<file path="config.mk">
export PLATFORM = sky130hd
export DESIGN_NAME = ir_tx_sched
export DESIGN_NICKNAME = d
export VERILOG_FILES = /design/src/rtl/ir_pkg.sv /design/src/rtl/rr_arbiter.sv /design/src/rtl/ir_tx_sched.sv
export SDC_FILE = /design/constraint.sdc
export NUM_CORES = 1
export LEC_CHECK = 0
export ABC_CLOCK_PERIOD_IN_PS = 3580
export BUFFER_PORTS_ARGS = -buffer_cell sky130_fd_sc_hd__buf_2
export CORE_ASPECT_RATIO = 1.5
export CORE_MARGIN = 2
export CORE_UTILIZATION = 47
export DETAILED_ROUTE_END_ITERATION = 10
export GPL_TIMING_DRIVEN = 0
export PLACE_DENSITY = 0.76
export SLEW_MARGIN = 20
export SYNTH_ARGS = -nofsm -noshare
export SYNTH_HDL_FRONTEND = slang
export SYNTH_HIERARCHICAL = 1
export SYNTH_SLANG_ARGS = --single-unit
</file>
<file path="constraint.sdc">
create_clock -name clk -period 3.58 [get_ports clk]
set_input_delay 0.179 -clock clk [delete_from_list [all_inputs] [get_ports clk]]
set_output_delay 0.179 -clock clk [all_outputs]
set_load 0.02 [all_outputs]
</file>
<file path="src/rtl/ir_pkg.sv">
// Shared NEC IR definitions: protocol timing in microseconds, a us-to-clock
// conversion, and the transmit scheduler state encoding.
package ir_pkg;

  localparam int NEC_AGC_US          = 9000;
  localparam int NEC_SPACE_US        = 4500;
  localparam int NEC_REPEAT_SPACE_US = 2250;
  localparam int NEC_BIT_MARK_US     = 560;
  localparam int NEC_ONE_SPACE_US    = 1690;
  localparam int NEC_ZERO_SPACE_US   = 560;
  localparam int NEC_FRAME_US        = 108000;

  localparam logic [1:0] S_IDLE  = 2'd0;
  localparam logic [1:0] S_LOAD  = 2'd1;
  localparam logic [1:0] S_FRAME = 2'd2;
  localparam logic [1:0] S_DONE  = 2'd3;

  typedef struct packed {
    logic [7:0] addr;
    logic [7:0] cmd;
  } nec_req_t;

  // Integer MHz first so the product stays within 32 bits for NEC periods.
  function automatic int us_to_cycles(input int clk_hz, input int us);
    return (clk_hz / 1000000) * us;
  endfunction

endpackage

</file>
<file path="src/rtl/rr_arbiter.sv">
// Combinational round-robin arbiter: first set request scanning upward from
// ptr with wrap-around. Shared with the receive-side dispatcher.
module rr_arbiter #(
  parameter  int N_REQ = 4,
  localparam int PW    = $clog2(N_REQ)
) (
  input  logic [N_REQ-1:0] req,
  input  logic [PW-1:0]    ptr,
  output logic [N_REQ-1:0] gnt,
  output logic [PW-1:0]    idx,
  output logic             valid
);

  logic          found;
  logic [PW-1:0] j;

  always_comb begin
    gnt   = '0;
    idx   = '0;
    found = 1'b0;
    j     = '0;
    for (int i = 0; i < N_REQ; i++) begin
      j = PW'((int'(ptr) + i) % N_REQ);
      if (!found && req[j]) begin
        found  = 1'b1;
        gnt[j] = 1'b1;
        idx    = j;
      end
    end
  end

  assign valid = |req;

endmodule

</file>
<file path="src/rtl/ir_tx_sched.sv">
// Round-robin scheduler for the shared NEC transmitter: latches one
// requester's addr/cmd, fires ir_send, and holds off for one frame period.
module ir_tx_sched import ir_pkg::*; #(
  parameter int N_REQ        = 4,
  parameter int CLK_HZ       = 100000000,
  parameter int FRAME_US     = NEC_FRAME_US,
  parameter int FRAME_CYCLES = us_to_cycles(CLK_HZ, FRAME_US)
) (
  input  logic               clk,
  input  logic               rst,
  input  logic               en,
  input  logic [N_REQ-1:0]   req,
  input  logic [8*N_REQ-1:0] req_addr,
  input  logic [8*N_REQ-1:0] req_cmd,
  output logic [N_REQ-1:0]   grant,
  output logic [N_REQ-1:0]   done,
  output logic [7:0]         tx_addr,
  output logic [7:0]         tx_cmd,
  output logic               tx_start,
  output logic               busy
);

  localparam int PW = $clog2(N_REQ);
  localparam int CW = $clog2(FRAME_CYCLES);

  if (FRAME_CYCLES < 4 || N_REQ < 2 || N_REQ > 8) begin : g_param_err
    $error("ir_tx_sched: FRAME_CYCLES must be >= 4 and N_REQ in 2..8");
  end

  logic [1:0]                state;
  logic [CW-1:0]             cnt;
  logic [PW-1:0]             ptr, win_idx, arb_idx;
  logic [N_REQ-1:0]          win_oh, arb_oh;
  logic                      arb_vld;
  logic [N_REQ-1:0][7:0]     addr_v, cmd_v;
  nec_req_t                  frame;

  assign addr_v = req_addr;
  assign cmd_v  = req_cmd;

  rr_arbiter #(.N_REQ(N_REQ)) u_arb (
    .req   (req),
    .ptr   (ptr),
    .gnt   (arb_oh),
    .idx   (arb_idx),
    .valid (arb_vld)
  );

  // LOAD + (FRAME_CYCLES-2) FRAME cycles + DONE = FRAME_CYCLES total.
  always_ff @(posedge clk or negedge rst) begin
    if (!rst) begin
      state   <= S_IDLE;
      cnt     <= '0;
      ptr     <= '0;
      win_idx <= '0;
      win_oh  <= '0;
      frame   <= '0;
    end else begin
      case (state)
        S_IDLE: if (en && arb_vld) begin
          win_oh     <= arb_oh;
          win_idx    <= arb_idx;
          frame.addr <= addr_v[arb_idx];
          frame.cmd  <= cmd_v[arb_idx];
          state      <= S_LOAD;
        end
        S_LOAD: begin
          cnt   <= CW'(FRAME_CYCLES - 3);
          state <= S_FRAME;
        end
        S_FRAME: begin
          if (cnt == '0) state <= S_DONE;
          else           cnt   <= cnt - 1'b1;
        end
        S_DONE: begin
          ptr   <= (win_idx == PW'(N_REQ - 1)) ? '0 : win_idx + 1'b1;
          state <= S_IDLE;
        end
        default: state <= S_IDLE;
      endcase
    end
  end

  assign tx_addr  = frame.addr;
  assign tx_cmd   = frame.cmd;
  assign tx_start = (state == S_LOAD);
  assign grant    = tx_start ? win_oh : '0;
  assign done     = (state == S_DONE) ? win_oh : '0;
  assign busy     = (state != S_IDLE);

endmodule

</file>
==> results of run 1 <==
==> flip-flops by register name (all words and copies together) (netlist names) <==
signal	count
cnt	24
tx_addr	8
tx_cmd	8
win_oh	4
ptr	2
state	2
win_idx	2
==> power groups by stage <==
stage          combinational, mW  sequential, mW  clock [mW]
2_1_floorplan             0.0628           0.576           0
3_3_place_gp               0.120           0.575           0
3_5_place_dp               0.126           0.575           0
4_1_cts                    0.131           0.564       0.403
5_1_grt                    0.142           0.564       0.422
6_report                   0.129           0.564       0.390
==> cells in the mapped netlist (3+ instances only) <==
cell,n
or4_1,7
a22oi_1,8
nor4b_1,3
mux2i_1,8
a21oi_1,7
o31ai_1,4
buf_1,4
buf_2,3
clkbuf_1,5
and2_1,9
nor3_1,10
mux4_2,19
xor2_1,7
nand2_1,17
dfrtp_1,50
nand3_1,5
inv_1,8
o211ai_1,3
nor4_1,6
o21ai_1,6
ha_1,12
nor2_1,10
o21ai_0,6
mux2_2,25
==> stage by stage <==
stage	std cells	setup slack [ns]	utilization	hold slack, ns	TNS [ns]
finish	477	0.195	0.596	0.293	0
global route	477	0.0155	0.596	0.299	0
CTS	477	0.0819	0.595	0.284	0
detailed placement	466	-0.496	0.574	0.229	-4.54
global placement	465	-0.413	0.571	0.451	-3.61
floorplan	291	0.0423	-	-0.117	0
==> logic make-up after synthesis <==
family / Yosys count / synth area share
compound gates: 52 / 0.108
xor+xnor: 8 / 0.0210
fa+ha+maj: 12 / 0.0450
buf+inv: 23 / 0.0296
flops: 50 / 0.375
mux: 53 / 0.244
simple gates: 93 / 0.177
==> path summary, 6_finish.rpt <==
kind                                        start                      to  cells after the start
min                                            en    state[0]$_DFFE_PN0P_                      5
max in group asynchronous                     rst     cnt[23]$_DFFE_PN0P_                      3
max                            ptr[0]$_DFFE_PN0N_  tx_addr[7]$_DFFE_PN0P_                     12
max reg2reg                    ptr[0]$_DFFE_PN0N_  tx_addr[7]$_DFFE_PN0P_                     12
min reg2reg                tx_addr[7]$_DFFE_PN0P_  tx_addr[7]$_DFFE_PN0P_                      1
min in group asynchronous                     rst   win_oh[2]$_DFFE_PN0P_                      2
==> worst max-delay path, stage by stage (launching register included) <==
cell,delay [ns]
dfrtp_2,0.45
buf_2,0.25
inv_1,0.11
ha_1,0.41
mux4_2,0.39
nor2b_4,0.20
o21ai_1,0.08
and3_1,0.19
o22ai_1,0.14
buf_2,0.25
buf_4,0.23
mux4_2,0.32
mux2_2,0.27
==> repair_timing <==
action	in CTS	in global routing
setup buffers	2	0
endpoints found under the setup margin	17	9
pin swaps	0	0
hold endpoints to repair	25	0
hold buffers	1	0
resized for setup	6	3
==> per-layer routing <==
| metal | up-vias | wire length (um) | GRT usage |
|---|---|---|---|
| li1 | 1339 | - | - |
| met1 | 1362 | 2850 | 0.229 |
| met2 | 112 | 4240 | 0.391 |
| met3 | 12 | 405 | 0.0367 |
| met4 | 0 | 150 | 0.0754 |
| met5 | - | 0 | 0 |
==> area by class of cell <==
cell class	count	area [um^2]
fill	591	2770
multi-input combinational	218	1990
sequential	50	1250
timing repair buffer	100	526
tap	78	97.6
buffer	14	80.1
clock buffer	7	76.3
inverter	9	33.8
clock inverter	1	30.0
==> flow_summary.ini, run 1 <==
[run_status]
status = finished, final reports clean

[clocking]
cts_tree = done
clk-insertion-delay-late_ns = 0.29
cts.reportedPaths.clkPinSlew_ns = 0.09
htreeDepth = 2
numCtsBuffers = 5
clock_sinks = 50
clk_path_buf_depth = 2
cts_root_buf = clkbuf_8

[pwr]
p_leak_nw = 1.85
pwr-share-clk = 0.360
power_density_mw_per_mm2 = 265
peakVddDrop_v = 0.000188
combPwrFrac = 0.119
finalPower_mw = 1.08
switching_share = 0.215
p_int_uw = 850
switching_power_uw = 233
sequentialPowerShare = 0.521

[timing]
max_slew.worst_pin.slew_ns = 0.676
min_period_ns = 3.39
rsz0062_at_grt = no
relSlewSlack = 0.547
finalMaxSlewViolations = 0
max_freq_mhz = 295
fin_crit_sh = 0.946
finClkSkew_ns = 0.00404
hold_viol_final = 0
finalSetupViolations = 0

[setup_path]
arrival_ns = 3.57
start_kind = flop
critPathCaptureType = flop
r2r_slack_ns = 0.19
crit_required_ns = 3.77
path_class = flop to flop
crit_fanout = 10

[layout]
final_area_mm2 = 0.00408
final_net_count = 481
final_cell_mix = 99 x buf_2, 49 x dfrtp_1, 25 x mux2_2
final_common_cell = buf_2
antenna_cells = 0
synthToLayoutAreaGrowth_pct = 22.3
final_layout_size_suffix_gt1_frac = 0.439

[detailed_routing]
ant_nets = 0
dr_total_vias = 2825
dr.pass1.iters = 4
wl_per_cell_um = 16.0
dr.first_iter.drc_count = 140
drcViolationCount = 0
vias_per_cell = 5.92
finalWirelength_um = 7650

[floorplanning]
die_y_um = 107
fp.coreArea_mm2 = 0.00685
die_area_mm2 = 0.00780
initial_core_util = 0.487
ios = 97
chipWidth_um = 72.8
std_cell_rows = 37

[logic_synthesis]
ys_seq_area_frac = 0.375
async_flop_share = 1.00
synth_top_area_cell = dfrtp_1
avgSynthCellArea_um2 = 11.5
syn_area_mm2 = 0.00334
synthFlopType = dfrtp_1
synth-edff-count = 0
yosysWarnings = 6
synth_fp_nets = 374
synth_cell_types = 62
synth_area_leaders = dfrtp_1 37%, mux4_2 13%, mux2_2 8.4%
synth_seq_cells = 50
syn_inst = 291
yosys.area.top_type_share = 0.375

[run]
maxCapViolations = 0

[global_route]
grt_pass1_vias = 2860
grt_start_max_net_pins = 27
grt_pass1_wl_um = 12800
antenna_found_initial = 0
grt_use_total = 0.209
grt_overflow_total = 0

[placed_design]
placed_area_mm2 = 0.00394
globalplace.congestion = 0.840
io_buffers = 96
dp_hpwl_um = 6060

[hold_path]
hp-class = input pin to flop
Note: power is estimated with default switching activity, not from simulation.
==> run 2: changes to the inputs <==
- MAX_ROUTING_LAYER: unset -> met4
==> flow_summary.ini, run 2 (same netlist as run 1, synthesis figures left out) <==
[run_status]
status = finished, final reports clean

[timing]
finalMaxSlewViolations = 0
finalSetupViolations = 0
min_period_ns = 3.39
max_freq_mhz = 295
finalSetupTns_ns = 0
relSlewSlack = 0.566
fin_crit_sh = 0.947
finClkSkew_ns = 0.00392
rsz0062_at_grt = no
max_slew.worst_pin.slew_ns = 0.648
hold_viol_final = 0

[clocking]
cts.reportedPaths.clkPinSlew_ns = 0.09
clock_sinks = 50
cts_root_buf = clkbuf_8
clk-insertion-delay-late_ns = 0.29
cts_tree = done
htreeDepth = 2
numCtsBuffers = 5
clk_path_buf_depth = 2

[detailed_routing]
ant_nets = 0
vias_per_cell = 5.92
dr.pass1.iters = 4
drcViolationCount = 0
dr.first_iter.drc_count = 158
finalWirelength_um = 7700
dr_total_vias = 2822
wl_per_cell_um = 16.1

[layout]
final_common_cell = buf_2
regMostFlops = cnt
final_cell_mix = 99 x buf_2, 49 x dfrtp_1, 25 x mux2_2
final_net_count = 481
final_area_mm2 = 0.00408
antenna_cells = 0
final_layout_size_suffix_gt1_frac = 0.439
multi_input_area_mm2 = 0.00199
largest_reg_flops = 24
synthToLayoutAreaGrowth_pct = 22.3
regArea_mm2 = 0.00125
postLayoutCoreUtil = 0.596
nFillCells = 591

[floorplanning]
fp.coreArea_mm2 = 0.00685
ios = 97
die_area_mm2 = 0.00780
die_y_um = 107
initial_core_util = 0.487
std_cell_rows = 37
chipWidth_um = 72.8

[placed_design]
placed_area_mm2 = 0.00394
io_buffers = 96
dp_hpwl_um = 6060
globalplace.congestion = 0.853

[setup_path]
path_class = flop to flop
start_kind = flop
arrival_ns = 3.58
crit_required_ns = 3.77
critPathCaptureType = flop
crit_fanout = 10
cp-startpoint = ptr[0]$_DFFE_PN0N_
rr_startpoint = ptr[0]$_DFFE_PN0N_

[global_route]
grt_use_total = 0.214
antenna_found_initial = 0
grt_pass1_wl_um = 12800
grt_start_max_net_pins = 27
grt_overflow_total = 0
grt_pass1_vias = 2860

[pwr]
p_leak_nw = 1.85
finalPower_mw = 1.08
power_density_mw_per_mm2 = 266
peakVddDrop_v = 0.000188

[hold_path]
hp-class = input pin to flop
hold_path.startpoint = en

[run]
maxCapViolations = 0
-- run 2: cell counts in the layout (fill, tap and decap cells not counted) --
No cell type changed its count.
-- run 2: metrics by stage --
step           setup WS [ns]  instances  hold slack [ns]
4_1_cts               0.0819        477            0.284
3_5_place_dp          -0.496        466            0.229
5_1_grt               0.0155        477            0.299
6_report               0.190        477            0.295
2_1_floorplan         0.0423        291           -0.117
3_3_place_gp          -0.413        465            0.451
-- run 2: per-layer routing --
layer | up-vias | global-route usage | routed length [um]
li1 | 1335 | - | -
met1 | 1363 | 0.234 | 2960
met2 | 112 | 0.390 | 4240
met3 | 12 | 0.0282 | 344
met4 | 0 | 0.0754 | 155
met5 | - | - | 0
-- run 2: layout make-up --
cell class,count,area share
flip-flops and latches,50,0.307
clock inverters,1,0.00736
multi-input cells,218,0.487
repair buffers,100,0.129
inverters,9,0.00827
clock buffers,7,0.0187
well taps,78,0.0239
plain buffers,14,0.0196
-- run 2: path summary, 6_finish.rpt --
check | to | slack, ns | depth (start not counted)
max in group asynchronous | tx_cmd[0]$_DFFE_PN0P_ | 2.60 | 3
setup / recovery | tx_addr[7]$_DFFE_PN0P_ | 0.19 | 12
hold reg to reg | tx_addr[7]$_DFFE_PN0P_ | 0.51 | 1
setup reg to reg | tx_addr[7]$_DFFE_PN0P_ | 0.19 | 12
hold / removal | state[0]$_DFFE_PN0P_ | 0.30 | 5
min in group asynchronous | cnt[3]$_DFFE_PN0P_ | 0.44 | 2
-- run 2: where the power goes --
| group | switching, mW | total (mW) | leakage [nW] | internal (mW) |
|---|---|---|---|---|
| combinational | 0.0534 | 0.129 | 1.17 | 0.0760 |
| clock | 0.181 | 0.391 | 0.0524 | 0.209 |
| sequential | 0 | 0.564 | 0.630 | 0.564 |
| total | 0.235 | 1.08 | 1.85 | 0.850 |
-- run 2: critical path: stages (launching register included) --
cell	delay [ns]
dfrtp_2	0.45
buf_2	0.24
inv_1	0.11
ha_1	0.42
mux4_2	0.39
nor2b_4	0.21
o21ai_1	0.08
and3_1	0.19
o22ai_1	0.13
buf_2	0.24
buf_4	0.23
mux4_2	0.32
mux2_2	0.27
-- run 2: what timing repair did --
| action | CTS | global route |
|---|---|---|
| endpoints found under the setup margin | 17 | 9 |
| setup buffers | 2 | 0 |
| hold buffers | 1 | 0 |
| endpoints found under the hold margin | 25 | 0 |
| gates resized for setup | 6 | 3 |
==> run 3: changes to the inputs <==
- REMOVE_ABC_BUFFERS: unset -> 1
==> flow_summary.ini, run 3 (same netlist as run 1, synthesis figures left out) <==
[layout]
postLayoutCoreUtil = 0.588
regMostFlops = cnt
final_net_count = 469
synthToLayoutAreaGrowth_pct = 20.8
final_common_cell = buf_2
largest_reg_flops = 24
instances_no_fill = 465
final_layout_size_suffix_gt1_frac = 0.450
final_cell_mix = 95 x buf_2, 49 x dfrtp_1, 25 x mux2_2
antenna_cells = 0
nFillCells = 576

[floorplanning]
std_cell_rows = 37
fp.coreArea_mm2 = 0.00685
die_area_mm2 = 0.00780
chipWidth_um = 72.8
ios = 97
die_y_um = 107
initial_core_util = 0.487

[timing]
max_slew.worst_pin.slew_ns = 0.936
finalSetupTns_ns = 0
finalSetupViolations = 0
hold_viol_final = 0
rsz0062_at_grt = no
min_period_ns = 3.29
fin_crit_sh = 0.919
finClkSkew_ns = 0.0117
relSlewSlack = 0.376
finalMaxSlewViolations = 0
max_freq_mhz = 304
final.setup.worst_slack_ns = 0.290
hold_ws_ns = 0.281

[placed_design]
io_buffers = 96
dp_hpwl_um = 5970
pre_cts_slack_ns = -0.0397
globalplace.congestion = 0.845
place_inst = 453

[global_route]
grt_overflow_total = 0
antenna_found_initial = 0
grt_pass1_wl_um = 12600
grt_pass1_vias = 2710
grt_use_total = 0.209
grt_start_max_net_pins = 51

[detailed_routing]
wl_per_cell_um = 16.7
dr.first_iter.drc_count = 158
finalWirelength_um = 7750
dr.pass1.iters = 4
ant_nets = 0
drcViolationCount = 0
dr_total_vias = 2736
vias_per_cell = 5.88

[clocking]
cts_tree = done
clock_sinks = 50
clk-insertion-delay-late_ns = 0.32
cts.reportedPaths.clkPinSlew_ns = 0.11
clk_path_buf_depth = 2
numCtsBuffers = 5
cts_root_buf = clkbuf_8
htreeDepth = 2

[setup_path]
critPathCaptureType = flop
start_kind = flop
crit_fanout = 11
path_class = flop to flop
arrival_ns = 3.49
crit_required_ns = 3.78

[pwr]
peakVddDrop_v = 0.000205
power_density_mw_per_mm2 = 260
p_leak_nw = 1.82

[hold_path]
hp-class = input pin to flop

[run]
maxCapViolations = 0

[run_status]
status = finished, final reports clean
==> run 3: per-layer routing <==
metal  up-vias  share of wire  track usage
li1       1319              -            -
met1      1345           0.39        0.240
met2        59           0.56        0.368
met3        13          0.035       0.0310
met4         0          0.019       0.0728
met5         -              0            -
==> run 3: final timing paths <==
| path | slack, ns | depth (start not counted) | endpoint | from |
|---|---|---|---|---|
| max | 0.29 | 9 | tx_addr[1]$_DFFE_PN0P_ | ptr[1]$_DFFE_PN0N_ |
| max reg2reg | 0.29 | 9 | tx_addr[1]$_DFFE_PN0P_ | ptr[1]$_DFFE_PN0N_ |
| min in group asynchronous | 0.41 | 2 | cnt[9]$_DFFE_PN0P_ | rst |
| max in group asynchronous | 2.71 | 2 | ptr[0]$_DFFE_PN0N_ | rst |
| min | 0.28 | 5 | state[0]$_DFFE_PN0P_ | en |
| min reg2reg | 0.50 | 1 | cnt[20]$_DFFE_PN0P_ | cnt[20]$_DFFE_PN0P_ |
==> run 3: critical path, stage by stage (launching register included) <==
cell and delay (ns):
dfrtp_1 0.56, inv_1 0.18, ha_1 0.45, mux4_2 0.47
nor2b_4 0.21, o21ai_1 0.12, o31ai_4 0.13, buf_6 0.25
mux4_2 0.52, mux2_2 0.27
==> run 3: through the flow <==
stage	area (um^2)	power, mW
after floorplan	3270	0.636
after CTS	3990	1.05
after global routing	4030	1.09
after detailed placement	3890	0.701
final	4030	1.05
after global placement	3850	0.693
==> run 3: final cells by class <==
type	count	area, um^2	area share
Tap cell	78	97.6	0.0242
Clock inverter	3	28.8	0.00714
Clock buffer	5	68.8	0.0171
Sequential cell	50	1250	0.311
Inverter	9	33.8	0.00838
Timing Repair Buffer	102	538	0.133
Multi-Input combinational cell	218	2010	0.499
==> run 3: timing repair <==
item,in CTS,in global routing
cloned,0,0
endpoints found under the setup margin,11,11
hold buffers,0,1
pin swaps,0,1
gates resized for setup,1,0
endpoints found under the hold margin,0,50
buffers inserted,0,3
==> run 3: power breakdown <==
part	internal (mW)	leakage [nW]	switching (mW)
Combinational	0.0745	1.14	0.0537
Clock	0.146	0.0506	0.208
Sequential	0.564	0.630	0
